===== src/rtl/ahfp_addsub_pipe.sv =====
// rtl/ahfp_addsub_pipe.sv - pipelined parametrised FP add/sub; AHFP_ADDSUB_RNE_EN selects round-to-nearest-even
module ahfp_addsub_pipe #(
    parameter int EXP_W = 8,
    parameter int MAN_W = 23
) (
    input  logic                       clk,
    input  logic                       reset,
    input  logic                       clk_en,
    input  logic                       start,
    input  logic                       n,
    input  logic [EXP_W+MAN_W:0]       dataa,
    input  logic [EXP_W+MAN_W:0]       datab,
    output logic [EXP_W+MAN_W:0]       result,
    output logic                       done
);
    localparam int W  = 1 + EXP_W + MAN_W;
    localparam int FW = MAN_W + 4;          // hidden + mantissa + guard/round/sticky
    localparam int SW = MAN_W + 5;          // FW plus carry
    localparam int EW = EXP_W + 8;          // headroom so exponent underflow stays signed
    localparam int LW = $clog2(MAN_W + 5);
    localparam int XW = 2 * MAN_W + 7;      // aligned field plus every bit that can be shifted out
    localparam logic [EXP_W-1:0] EXP_ONES = '1;
    localparam logic [EW-1:0]    EMAX     = {8'd0, EXP_ONES};

    // stage 0: operand capture
    logic         v0, n0;
    logic [W-1:0] a0, b0;

    // capture the issued operation
    always_ff @(posedge clk) begin
        if (reset) begin
            v0 <= 1'b0;
        end else if (clk_en) begin
            v0 <= start;
            n0 <= n;
            a0 <= dataa;
            b0 <= datab;
        end
    end

    // stage 1: unpack, flush denormals, order so |X| >= |Y|
    logic [EXP_W-1:0] ea, eb;
    logic [MAN_W:0]   fa, fb;
    logic             sa, sbe, swap, a_inf, b_inf;

    // unpack both operands and decide the swap
    always_comb begin
        ea    = a0[W-2:MAN_W];
        eb    = b0[W-2:MAN_W];
        sa    = a0[W-1];
        sbe   = b0[W-1] ^ n0;
        fa    = (ea == '0) ? '0 : {1'b1, a0[MAN_W-1:0]};
        fb    = (eb == '0) ? '0 : {1'b1, b0[MAN_W-1:0]};
        a_inf = (ea == EXP_ONES);
        b_inf = (eb == EXP_ONES);
        swap  = (eb > ea) || ((eb == ea) && (fb > fa));
    end

    logic             v1, sg1, sub1, inf1, infs1;
    logic [EXP_W-1:0] ex1, d1;
    logic [MAN_W:0]   mx1, my1;

    // register the ordered operands
    always_ff @(posedge clk) begin
        if (reset) begin
            v1 <= 1'b0;
        end else if (clk_en) begin
            v1    <= v0;
            sg1   <= swap ? sbe : sa;
            sub1  <= sa ^ sbe;
            ex1   <= swap ? eb : ea;
            mx1   <= swap ? fb : fa;
            my1   <= swap ? fa : fb;
            d1    <= swap ? (eb - ea) : (ea - eb);
            inf1  <= a_inf | b_inf;
            infs1 <= a_inf ? sa : sbe;
        end
    end

    // stage 2: align Y and add/subtract magnitudes
    logic [LW-1:0] sh;
    logic [XW-1:0] wide;
    logic [FW-1:0] xf, yf;
    logic [SW-1:0] sum;

    // alignment shift with sticky collection, then magnitude add/sub
    always_comb begin
        if (int'(d1) > MAN_W + 3) sh = LW'(MAN_W + 3);
        else                      sh = LW'(d1);
        wide  = {my1, 3'b000, {(MAN_W + 3){1'b0}}} >> sh;
        yf    = wide[XW-1:MAN_W+3];
        yf[0] = yf[0] | (|wide[MAN_W+2:0]);
        xf    = {mx1, 3'b000};
        sum   = sub1 ? ({1'b0, xf} - {1'b0, yf}) : ({1'b0, xf} + {1'b0, yf});
    end

    logic             v2, sg2, inf2, infs2;
    logic [EXP_W-1:0] ex2;
    logic [SW-1:0]    sum2;

    // register the raw magnitude sum
    always_ff @(posedge clk) begin
        if (reset) begin
            v2 <= 1'b0;
        end else if (clk_en) begin
            v2    <= v1;
            sg2   <= sg1;
            ex2   <= ex1;
            sum2  <= sum;
            inf2  <= inf1;
            infs2 <= infs1;
        end
    end

    // stage 3: normalise
    logic [LW-1:0] lzc;
    logic [FW-1:0] nm;
    logic [EW-1:0] ne;
    logic          nz;

    // carry renormalise right, otherwise leading-zero count and shift left
    always_comb begin
        lzc = LW'(FW);
        for (int i = 0; i < FW; i++) begin
            if (sum2[i]) lzc = LW'(FW - 1 - i);
        end
        nz = (sum2 == '0);
        if (sum2[SW-1]) begin
            nm    = sum2[SW-1:1];
            nm[0] = sum2[1] | sum2[0];
            ne    = {8'd0, ex2} + EW'(1);
        end else begin
            nm = sum2[FW-1:0] << lzc;
            ne = {8'd0, ex2} - EW'(lzc);
        end
    end

    logic          v3, sg3, zero3, inf3, infs3;
    logic [EW-1:0] ne3;
    logic [FW-1:0] nm3;

    // register the normalised value
    always_ff @(posedge clk) begin
        if (reset) begin
            v3 <= 1'b0;
        end else if (clk_en) begin
            v3    <= v2;
            sg3   <= sg2;
            ne3   <= ne;
            nm3   <= nm;
            zero3 <= nz;
            inf3  <= inf2;
            infs3 <= infs2;
        end
    end

    // stage 4: round and pack
    logic [MAN_W-1:0] frac;
    logic [EW-1:0]    fe;
    logic [W-1:0]     res_c;
    logic             unused_bits;
`ifdef AHFP_ADDSUB_RNE_EN
    logic             inc;
    logic [MAN_W+1:0] rsum;
`endif

    // rounding, then zero/underflow/overflow/infinity packing
    always_comb begin
`ifdef AHFP_ADDSUB_RNE_EN
        inc  = nm3[2] & (nm3[1] | nm3[0] | nm3[3]);
        rsum = {1'b0, nm3[FW-1:3]} + {{(MAN_W + 1){1'b0}}, inc};
        if (rsum[MAN_W+1]) begin
            fe   = ne3 + EW'(1);
            frac = '0;
        end else begin
            fe   = ne3;
            frac = rsum[MAN_W-1:0];
        end
        unused_bits = rsum[MAN_W];
`else
        fe          = ne3;
        frac        = nm3[FW-2:3];
        unused_bits = ^{nm3[FW-1], nm3[2:0]};
`endif
        if (inf3)
            res_c = {infs3, EXP_ONES, {MAN_W{1'b0}}};
        else if (zero3 || fe[EW-1] || (fe == '0))
            res_c = '0;
        else if (fe >= EMAX)
            res_c = {sg3, EXP_ONES, {MAN_W{1'b0}}};
        else
            res_c = {sg3, fe[EXP_W-1:0], frac};
    end

    // output register; result only updates on a completing operation
    always_ff @(posedge clk) begin
        if (reset) begin
            done   <= 1'b0;
            result <= '0;
        end else if (clk_en) begin
            done <= v3;
            if (v3) result <= res_c;
        end
    end
endmodule


===== config.mk =====
export PLATFORM = sky130hd
export DESIGN_NAME = ahfp_addsub_pipe
export DESIGN_NICKNAME = d
export VERILOG_FILES = /design/src/rtl/ahfp_addsub_pipe.sv
export SDC_FILE = /design/constraint.sdc
export NUM_CORES = 1
export LEC_CHECK = 0
export CELL_PAD_IN_SITES_DETAIL_PLACEMENT = 0
export CELL_PAD_IN_SITES_GLOBAL_PLACEMENT = 1
export CORE_MARGIN = 2
export CORE_UTILIZATION = 43
export CTS_CLUSTER_SIZE = 10
export DETAILED_ROUTE_END_ITERATION = 16
export GPL_TIMING_DRIVEN = 0
export HOLD_SLACK_MARGIN = 0.06
export PLACE_DENSITY_LB_ADDON = 0.1
export SYNTH_ARGS = -nofsm -noshare
export SYNTH_HDL_FRONTEND = slang
export SYNTH_SLANG_ARGS = --single-unit

===== constraint.sdc =====
create_clock -name clk -period 11.7 [get_ports clk]
set_input_delay 1.17 -clock clk [delete_from_list [all_inputs] [get_ports clk]]
set_output_delay 1.17 -clock clk [all_outputs]
set_load 0.05 [all_outputs]

; ---- Word level (Yosys, flattened, before mapping)
; Cells that the tools add are included.
; Widths: inputs -> output; s select.
[totals]
regBits = 255
input_bits = 69
output_inout_bits = 33
word_cells = 102
[classes]
n_addsub = 6
n_lt_le_gt_ge = 4
n_eq_ne = 3
shifts = 2
mux = 42
n_bitwise = 6
reduce_logical = 11
[op_table]
columns = operator, count
row1 = $mux 5, 27
row2 = $mux 24, 4
row3 = $mux 32, 2
row4 = $shr 53x5->53, 1
row5 = $mux 31, 1
row6 = $add 27x27->28, 1
row7 = $logic_not 28->1, 1
row8 = $mux 28, 1
row9 = $sub 27x27->28, 1
row10 = $shl 27x5->26, 1
row11 = $mux 26, 1
row12 = $reduce_or 26->1, 1
row13 = $gt 24x24->1, 1
row14 = $eq 8x8->1 const B, 2
row15 = $ge 16x8->1 const B, 1
row16 = $logic_not 16->1, 1
row17 = $logic_not 8->1, 2
row18 = $mux 16, 1
row19 = $mux 8, 2
row20 = $sub 8x8->8, 2
row21 = $add 8x1->9 const B, 1
row22 = $sub 8x5->9, 1
row23 = $eq 8x8->1, 1
row24 = $gt 8x5->1 const B, 1
row25 = other kinds (8), 16

; ---- Longest topological paths before layout
[logic_depth]
word_depth = 29
depth_mapped = 26
ltp_nobuf = 23

; ---- Least setup slack after synthesis
; OpenSTA, ideal clock, no wires.
[synth_timing]
path_kind = input to register
start = in clk_en
end = reg a0[0], enable pin
setup_ns = 0.804
arrival_time_ns = 10.674
required_time_ns = 10.896
path_slack_ns = 0.222
cell_stages = 2
n_path_buf = 1
cell_sequence = clkbuf_1 nor2b_1
[synth_via]
elab_chain_len = 1
[synth_lines]
columns = element, line_no
row1 = "start, declared", 8  ; input logic clk_en,
row2 = $reduce_and 2->1 (no source line), --
row3 = "end signal, assigned", 36  ; a0 <= dataa;
row4 = "end, declared", 27  ; logic [W-1:0] a0, b0;
; No other way between the ends.
; A chain may end at the register's enable or synchronous reset.

; ---- Final worst setup path
[layout_timing]
start = reg d1[4]
end = reg sum2[26], data pin
[layout_via]
elab_chain_len = 7
elab_cells_between_ends = 8
cone_classes = add/sub (2) / order compare (1) / shift (1) / mux (2) / bitwise (1) / reduce/logical (1)
[layout_lines]
columns = element, line_no
row1 = "start, declared", 60  ; logic [EXP_W-1:0] ex1, d1;
row2 = "start signal, assigned", 74  ; d1 <= swap ? (eb - ea) : (ea - eb);
row3 = $gt 8x5->1, 88  ; if (int'(d1) > MAN_W + 3) sh = LW'(MAN_W + 3);
row4 = $mux 5 (*), 88
row5 = $shr 53x5->53 (*), 90  ; wide = {my1, 3'b000, {(MAN_W + 3){1'b0}}} >> sh;
row6 = $reduce_or 26->1, 92  ; yf[0] = yf[0] | (|wide[MAN_W+2:0]);
row7 = $or 1x1->1, 92
row8 = $add 27x27->28 / $sub 27x27->28 (equally long branches), 94  ; sum = sub1 ? ({1'b0, xf} - {1'b0, yf}) : ({1'b0, xf} + {1'b0, yf});
row9 = $mux 28 (*), 94
row10 = via sum[26], 84  ; logic [SW-1:0] sum;
row11 = "end signal, assigned", 109  ; sum2 <= sum;
row12 = "end, declared", 99  ; logic [SW-1:0] sum2;
; The timed path passes the listed nets; every way through them passes the cells marked *.

==> results list <==
- Synth Register Bits: 246
* Arrival time worst endpoint: around 6900 ps
- Summing all flip-flop and latch instances after layout gives 0.00702 sq mm.
- Largest area contributor in the netlist: edfxtp_1
- Gate count of the mapped netlist: 1748
- Launch instance of the worst min-delay path: ex1[2]
- After detailed routing, the number of vias per cell comes to 5.85.
- The mapped netlist covers 0.0167 sq mm.
- Largest net degree at the start of global routing: 38
* Ordered cell list for the critical path: buf_2 > and2_1 > buf_2 > buf_2 > a2111oi_0 > a211oi_1 > a31oi_1 > o22ai_1 > and2_1 > ha_1 > a21o_1 > a21o_1 > a21o_1 > a21oi_1 > o21ai_0 > a211oi_1 > nor2_1 > o221ai_1 > o211ai_1 > a311oi_1 > o31ai_1 > xnor2_1 > mux2i_1 > a21oi_1
* Clock tree from TritonCTS: done
* Post-CTS Repair Setup Buffers: 0
* Cell total after placement: around 2400
- The worst-case IR drop observed on VDD is 0.134 mV.
- Critical path data required time: 12000 ps
- The first detailed-routing pass took 5 iterations.
- In this run the mean area of a mapped cell was 9.57 sq um.
- Of all nets on the critical path, the largest fanout is 10.
* Global-route wire length before repair: 81800 microns
- Sink count of the clock tree: 246
- For this run, the register share of the synthesized area comes to 0.420.
- When the netlist entered floorplanning its net count stood at 1916.
- Number of antenna violations at the first check in global routing: 1
* Standard-cell row count: 72
- The number of global-route vias before repair is 14000.
- After synthesis, the share of flip-flops with an asynchronous set or reset is 0.
* Final Hold Viols: 0
* Crit path largest cell delay: 1020 ps
* Final GP Congestion: 0.957
- Clock-pin slew was measured on the worst setup and hold paths at 60 ps.
- Cell variety after synth: 99
- For the pin with the worst max-slew slack, the measured transition is 1130 ps.
* Hold Buf Count CTS: 0
- The startpoint identified for the worst register-to-register timing path is d1[4].
- Detailed placement ended at an HPWL of a little over 40000 microns.
- Between clock sinks in the finished design, the worst skew comes to 23.8 ps.
* Maximum number of buffers from clock root to sink: 3
- Share of cells above drive strength 1: 0.0808
- For this run, design rule violations remaining after detail routing come to 0.
- The number of antenna diodes in the final layout is 0.
- Max-slew violation total from the final report: 0
* Die area: about 0.040 sq mm
- Dividing the final minimum period by the clock period gives 0.561.
* Post-synth top flop: edfxtp_1
- Measured along the x axis, the die boundary spans 201 microns.
- For this run, the total global-route usage over all layers was measured as 0.257.
* Yosys warns: 0
- Layout Cells excl Fill: 2425
- The net count of the finished layout is approximately 2000.
- Along the worst hold path, the cell count comes to 0.
- CTS built an H-tree with a depth of 1.
- For this design the ratio of total power to cell area is between 100 and 150 mW/mm^2.
* Remaining global-route overflow: 0
* Multi-input gate area: slightly below 0.009 sq mm
- For the worst flop-to-flop path, the logic depth is 24.
* Most frequent cell after synthesis: edfxtp_1
- Pin placement for this block handled 102 I/O pins.
* Worst min-delay path endpoint: ex2[2]
- Leakage power total: ~0.0074 uW
* Kind of launch point of the worst setup path: flop
- Worst Hold Margin: 416 ps
- The core region is just under 0.04 sq mm.
* Leading cell types by total area after synthesis: edfxtp_1 38%, ha_1 7.1%, dfxtp_1 4.4%
- The detail route stage leaves a number of antenna-violating nets equal to 0.
* Source-to-sink clock delay at the later pin of the worst-skew pair: 600 ps
- Area share of the largest cell type after synthesis: 0.375
- Post-CTS repair changed the size of 0 cells.
* Number of buffers inserted by port buffering: 99
- Most common library cells after synthesis: 209 x edfxtp_1, 169 x nand2_1, 160 x nor2_1
* Max-cap violations: 0
- CTS Buf Count: 31
- The filler cells instantiated in the layout total 3719.
- Relative to the synthesized area, the layout overhead comes to 16.0%.
* Number of violations reported at the end of detailed-routing iteration 0: 1295
- The detailed router placed 14200 vias in this run.
- The slowest stage of the critical path is the a2111oi_0 cell.
- STA classifies the critical path endpoint as a flop.
- Clock period minus worst slack: 6570 ps
* Flop-to-flop setup slack: 5130 ps
* Hold Path Class: reg2reg
- Max Clk Rate: 0.152 GHz
- Setup violations remaining at the end of the flow were counted as 0.
- Setup repair after global routing left no endpoint under its margin.
- Dividing the detail-routed wire length by the instance count gives 21.6 microns.
- The initial utilization of the core area, before any placement, comes to 0.434.
- Overall power consumption after layout is estimated at 2450 uW.
* Worst slew margin relative to its limit: 0.226
- Die Y-Extent: 201 microns
- Type of the setup path with the least slack: reg2reg
- Count of flip-flops with a built-in enable after synthesis: 209
- For this block, the routed nets add up to approximately 52000 microns of wire.
- Endpoint of the worst register-to-register path: sum2[26]
- Cell at the root of the clock tree: clkbuf_16
- Run status: completed
==> flip-flops by register name (all words and copies together) (netlist names), 10 cells and up <==
register and count:
nm3 23, my1 24, mx1 24, b0 32, sum2 28, a0 32, fe 10, result 32
==> worst max-delay path by stage <==
stage / startpoint / end / slack [ps] / cells after the start
after CTS: b0[24] / mx1[10] / 5190 / 16
after global routing: d1[4] / sum2[26] / 4620 / 24
after detailed placement: b0[24] / mx1[10] / 5230 / 16
after global placement: clk_en / b0[18] / -3500 / 2
after floorplan: clk_en / a0[0] / 220 / 2
final: d1[4] / sum2[26] / 5130 / 24
==> stage by stage <==
step | instance area (sq um) | setup WS, ps | utilization | setup TNS [ps]
floorplan | 16700 | 222 | - | 0
global placement | 18400 | -3500 | 0.476 | -725150
detailed placement | 18500 | 5230 | 0.479 | 0
CTS | 19400 | 5190 | 0.503 | 0
global route | 19400 | 4620 | 0.503 | 0
finish | 19400 | 5130 | 0.503 | 0
==> layer usage <==
metal | part of all wire | track usage
met1 | 0.43 | 0.345
met2 | 0.47 | 0.427
met3 | 0.065 | 0.0379
met4 | 0.031 | 0.0872
met5 | 0 | 0
==> critical path, delay by kind of cell (launching register included) <==
family,cells,cell delay [ps]
flops,1,350
fa+ha+maj,1,220
buf+inv,3,590
xor+xnor,1,140
compound gates,15,4400
mux,1,140
simple gates,3,450
==> kinds of logic (layout without fill, tap and decap cells) <==
group | Yosys count | after routing | share of synthesized area
adders and majority gates | 99 | 99 | 0.0759
muxes | 89 | 89 | 0.0678
AOI/OAI and AO/OA | 505 | 505 | 0.210
and+or+nand+nor | 547 | 547 | 0.154
DFF | 246 | 246 | 0.420
xor gates and xnor gates | 41 | 41 | 0.0215
buffers and inverters | 221 | 380 | 0.0515
==> cell type report <==
type                            count  share of cell area
Timing Repair Buffer              105              0.0573
Tap cell                          518              0.0334
Buffer                             98              0.0206
Clock buffer                       45              0.0438
Clock inverter                      9             0.00322
Inverter                          123              0.0238
Sequential cell                   246               0.362
Multi-Input combinational cell   1281               0.456
==> cell usage in the layout (no fill, tap or decap), drive strengths merged, types with 15 or more instances in the layout <==
cell type / netlist / layout
xnor2: 31 / 31
clkbuf: 71 / 116
edfxtp: 209 / 209
inv: 119 / 120
nand3: 51 / 51
clkdlybuf4s50: 0 / 99
mux2: 21 / 21
ha: 95 / 95
a211oi: 26 / 26
a31oi: 15 / 15
nor4: 16 / 16
o31ai: 17 / 17
o21ai: 136 / 136
nand4: 21 / 21
a21o: 25 / 25
mux2i: 51 / 51
nand2: 169 / 169
dfxtp: 37 / 37
o22ai: 24 / 24
or3: 15 / 15
nor3: 34 / 34
buf: 27 / 33
a22oi: 27 / 27
nand2b: 23 / 23
nor2: 161 / 161
mux4: 17 / 17
a21oi: 92 / 92
==> where the power goes <==
group / switching [uW] / leakage, uW / internal, uW
clock network: 363 / 0.000440 / 500
registers: 43.5 / 0.00227 / 1020
logic: 329 / 0.00468 / 196
Power figures use the tool's default switching activity.
